--- config.mk ---
export PLATFORM = sky130hd
export DESIGN_NAME = counter_cmd_seq
export DESIGN_NICKNAME = d
export VERILOG_FILES = /design/src/rtl/counter_cmd_seq.sv
export SDC_FILE = /design/constraint.sdc
export NUM_CORES = 1
export LEC_CHECK = 0
export ABC_CLOCK_PERIOD_IN_PS = 2300
export BUFFER_PORTS_ARGS = -buffer_cell sky130_fd_sc_hd__buf_2
export CORE_MARGIN = 10
export CORE_UTILIZATION = 49
export DETAILED_ROUTE_END_ITERATION = 10
export PLACE_DENSITY = 0.74
export SKIP_CTS_REPAIR_TIMING = 1
export SLEW_MARGIN = 20
export SYNTH_ARGS = -nofsm -noshare
export SYNTH_HDL_FRONTEND = slang
export SYNTH_SLANG_ARGS = --single-unit
--- constraint.sdc ---
create_clock -name clk -period 2.3 [get_ports clk]
set_input_delay 0 -clock clk [delete_from_list [all_inputs] [get_ports clk]]
set_output_delay 0 -clock clk [all_outputs]
set_load 0.03 [all_outputs]
--- src/rtl/counter_cmd_seq.sv ---
// Command front-end for the loadable up/down counter: takes LOAD/RUN_UP/RUN_DOWN/NOP
// over valid/ready and sequences the counter's ce/load_n/up_down/data_load controls.
module counter_cmd_seq #(
    parameter int unsigned WIDTH  = 4,
    parameter int unsigned STEP_W = 8
) (
    input  logic              clk,
    input  logic              rst,
    input  logic              cmd_valid,
    output logic              cmd_ready,
    input  logic [1:0]        cmd_op,
    input  logic [WIDTH-1:0]  cmd_data,
    input  logic [STEP_W-1:0] cmd_steps,
    input  logic              pause,
    input  logic [WIDTH-1:0]  count_in,
    output logic              ce,
    output logic              load_n,
    output logic              up_down,
    output logic [WIDTH-1:0]  data_load,
    output logic              busy,
    output logic              done,
    output logic              wrap
);

    localparam logic [1:0] OP_NOP  = 2'b00;
    localparam logic [1:0] OP_LOAD = 2'b01;
    localparam logic [1:0] OP_UP   = 2'b10;
    localparam logic [1:0] OP_DOWN = 2'b11;

    typedef enum logic [1:0] {
        S_IDLE,
        S_LOAD,
        S_RUN,
        S_DONE
    } state_t;

    state_t            state;
    state_t            state_nxt;
    logic [STEP_W-1:0] remaining;
    logic              accept;
    logic              run_op;

    assign accept = cmd_valid && cmd_ready;
    assign run_op = (cmd_op == OP_UP) || (cmd_op == OP_DOWN);

    always_ff @(posedge clk or posedge rst) begin
        if (rst) begin
            state <= S_IDLE;
        end else begin
            state <= state_nxt;
        end
    end

    always_comb begin
        state_nxt = state;
        case (state)
            S_IDLE: begin
                if (accept) begin
                    if (cmd_op == OP_LOAD) begin
                        state_nxt = S_LOAD;
                    end else if (run_op && (cmd_steps != '0)) begin
                        state_nxt = S_RUN;
                    end else begin
                        state_nxt = S_DONE;
                    end
                end
            end
            S_LOAD: state_nxt = S_DONE;
            S_RUN: begin
                if (!pause && (remaining == STEP_W'(1))) begin
                    state_nxt = S_DONE;
                end
            end
            S_DONE: state_nxt = S_IDLE;
            default: state_nxt = S_IDLE;
        endcase
    end

    // Command fields are captured only at accept; up_down/data_load persist between commands.
    always_ff @(posedge clk or posedge rst) begin
        if (rst) begin
            remaining <= '0;
            data_load <= '0;
            up_down   <= 1'b0;
        end else if (accept) begin
            if (cmd_op == OP_LOAD) begin
                data_load <= cmd_data;
            end
            if (run_op && (cmd_steps != '0)) begin
                remaining <= cmd_steps;
                up_down   <= ~cmd_op[0];
            end
        end else if ((state == S_RUN) && !pause) begin
            remaining <= remaining - STEP_W'(1);
        end
    end

    always_comb begin
        cmd_ready = (state == S_IDLE) && !rst;
        ce        = (state == S_RUN) && !pause;
        load_n    = (state != S_LOAD);
        busy      = (state != S_IDLE);
        done      = (state == S_DONE);
        wrap      = ce && ((up_down && (count_in == '1)) || (!up_down && (count_in == '0)));
    end

    logic unused_nop;
    assign unused_nop = (OP_NOP == 2'b00);

endmodule

==> run_results.csv <==
group,metric,value,unit
place,finalWeightedCongestion,0.847,
setup_path,path_buf_inv,1,
route,drcViolationCount,0,
global_routing,grt_pass1_vias,944,
synth,synth_top_family_by_area,"simple AND/OR/NAND/NOR gates",
floorplan,die_h,65.2,microns
pwr,p_leak,0.632,nW
synth,synth_xor_area_share,0,%
pwr,ir_drop,0.795,mV
floorplan,start_util,51.1,%
clocking,clk_pin_slew,90,ps
run_status,status,"finished clean",
synth,syn_avg_cell_area,9.19,sq um
setup_path,cp.arrival,2310,ps
floorplan,rows,16,
setup_path,cpMaxStageDelayCell,"dfrtp_1",
pwr,pwr_density_cell,1100,nW/um^2
synth,synth_fa_ha_area_share,8.74,%
route,first_pass_iters,6,
hold_path,hp-class,"in -> reg",
floorplan,coreArea,1960,sq um
setup_path,crit_start,"state[0]$_DFFE_PP0P_",
sta,finalWorstSetupSlack,167,ps
clocking,cts.sinks,15,
setup_path,worstPathMaxFanout,9,
synth,muxShareOfSynthArea,8.99,%
synth,ys_ff_latch,15,
final_layout,antenna_cells,0,
synth,syn_inst,109,
sta,maxSlewHeadroom,60.5,%
sta,finalCritPeriodShare,92.7,%
synth,synth_fp_nets,138,
global_routing,grt_pass1_wl,4.28,mm
setup_path,endpoint_kind,"flip-flop",
clocking,cts_tree,"done",
final_layout,final_common_cell,"buf_2",
setup_path,r2r-start,"state[0]$_DFFE_PP0P_",
sta,worstMarginPinSlew,592,ps
route,routed_wl,2.72,mm
hold_path,min-delay-start,"cmd_steps[4]",
final_layout,layout_common_cells,"buf_2 (32), dfrtp_1 (15), nor2_1 (13)",
sta,skew,8.87,ps
global_routing,grt.total_usage,12.6,%
sta,setup_viol,0,
place,io_buffers,32,
sta,fin_hold_ws,34.2,ps
floorplan,die_w,65.2,microns
sta,rsz0062_at_grt,"no",
sta,timing.final.hold_violations,0,
setup_path,start_kind,"flip-flop",
setup_path,max_stage_delay,400,ps
final_layout,layout-drive-gt1-share,30.2,%
sta,fmax,0.469,GHz
global_routing,grt_max_degree,16,
final_layout,nNetsFinal,179,
place,dp_hpwl,2.12,mm
clocking,htree_levels,1,
global_routing,antenna_found_initial,0,
floorplan,dieArea,4250,sq um
route,ant_nets,0,
route,viasPerCell,5.68,
final_layout,fin_util,65.1,%
synth,synth_compound_area_share,17.4,%
route,drt_iter0_markers,77,
sta,period_needed,2130,ps
clocking,clock_path_buffers,2,
synth,synth_area,1000,sq um
setup_path,critical_path_class,"reg -> reg",
setup_path,worstPathRequired,2470,ps
clocking,clockRootBuffer,"clkbuf_4",
sta,tns,0,ps
synth,ys_seq_area_share,37.5,%
route,route.vias.total,1000,
final_layout,area_delta_synth_final,27.3,%
sta,finalMaxSlewViolations,0,
clocking,cts_buffers,3,
global_routing,gr-total-overflow,0,
setup_path,critPathTopFamily,"simple AND/OR/NAND/NOR gates",
setup_path,crit_chain,"inv_1, ha_1, and3b_1, nor2_1, mux2_2, a221o_1",
clocking,clock_latency,290,ps
synth,synth-simple-area-share,21.3,%
synth,yosysWarningCount,0,
floorplan,ioPinCount,33,
route,wire_per_inst,15.5,microns
place,place_ws,182,ps
synth,synth_cell_type_count,33,
job,cap_violations,0,
-- sequential cells by signal, indices dropped and copies added, names as in the netlist --
name	flops
state	2
remaining	8
data_load	4
up_down	1
-- metal layers --
metal | GRT usage [%] | wire, microns | share of wire, %
met2 | 20.1 | 1260 | 46
met1 | 14.0 | 1160 | 43
met5 | 0 | 0 | 0
met4 | 6.15 | 56 | 2.1
met3 | 5.59 | 243 | 8.9
-- synth_stat cells --
cell type	instances	area [sq um]
nand3_1	4	20.0
o22ai_1	1	6.26
o21ai_0	2	10.0
buf_2	1	5.00
buf_6	1	11.3
nand2b_1	2	12.5
nor3_1	4	20.0
and3b_1	1	8.76
or4_1	1	7.51
clkbuf_1	2	7.51
a211oi_1	2	15.0
a211o_1	1	8.76
ha_1	7	87.6
a22o_1	1	8.76
dfrtp_1	15	375
o22a_1	2	17.5
mux2_2	8	90.1
nor4_1	4	25.0
nand3b_1	1	7.51
and3_1	2	12.5
a22oi_1	1	7.51
nor2_1	13	48.8
nand4_1	1	6.26
or3_1	1	6.26
o41ai_1	1	8.76
a21oi_1	5	25.0
a31oi_1	4	25.0
o211ai_1	3	22.5
a41oi_1	1	8.76
nand3b_4	1	20.0
inv_1	10	37.5
nand2_1	5	18.8
a221o_1	1	10.0
-- report_power, final --
part / internal [W] / total, W / switching, W
clock network: 0.0000676 / 0.000156 / 0.0000883
logic: 0.000302 / 0.000764 / 0.000462
registers: 0.000385 / 0.000490 / 0.000105
-- final cells by class --
type	count	area, sq um
inverter	10	37.5
multi-input combinational	80	566
fill	182	686
timing repair buffer	40	238
clock buffer	4	26.3
tap	27	33.8
sequential	15	375
-- cell families after synthesis --
logic type,count (synthesis)
and+or+nand+nor,40
AOI/OAI and AO/OA,25
DFF,15
buffers and inverters,14
muxes,8
adders and majority gates,7
-- final timing paths --
path,to,slack (ps),cells past startpoint
hold reg to reg,data_load[3]$_DFFE_PP0P_,510,1
min in group asynchronous,up_down$_DFFE_PP0P_,350,3
max in group asynchronous,remaining[1]$_DFFE_PP0P_,1560,3
hold / removal,remaining[4]$_DFFE_PP0P_,30,3
setup reg to reg,remaining[7]$_DFFE_PP0P_,170,6
setup / recovery,remaining[7]$_DFFE_PP0P_,170,6
-- worst reg2reg max path: stages (launching register included) --
cell,delay (ps)
dfrtp_1,400
inv_1,100
ha_1,270
and3b_1,310
nor2_1,260
mux2_2,370
a221o_1,300
-- through the flow --
step / cell area (sq um) / cells / power, W
4_1_cts: 1210 / 169 / 0.00141
3_5_place_dp: 1180 / 165 / 0.00125
6_report: 1280 / 176 / 0.00141
2_1_floorplan: 1000 / 109 / 0.00104
3_3_place_gp: 1180 / 165 / 0.00122
5_1_grt: 1280 / 176 / 0.00152
Power figures use the tool's default switching activity.
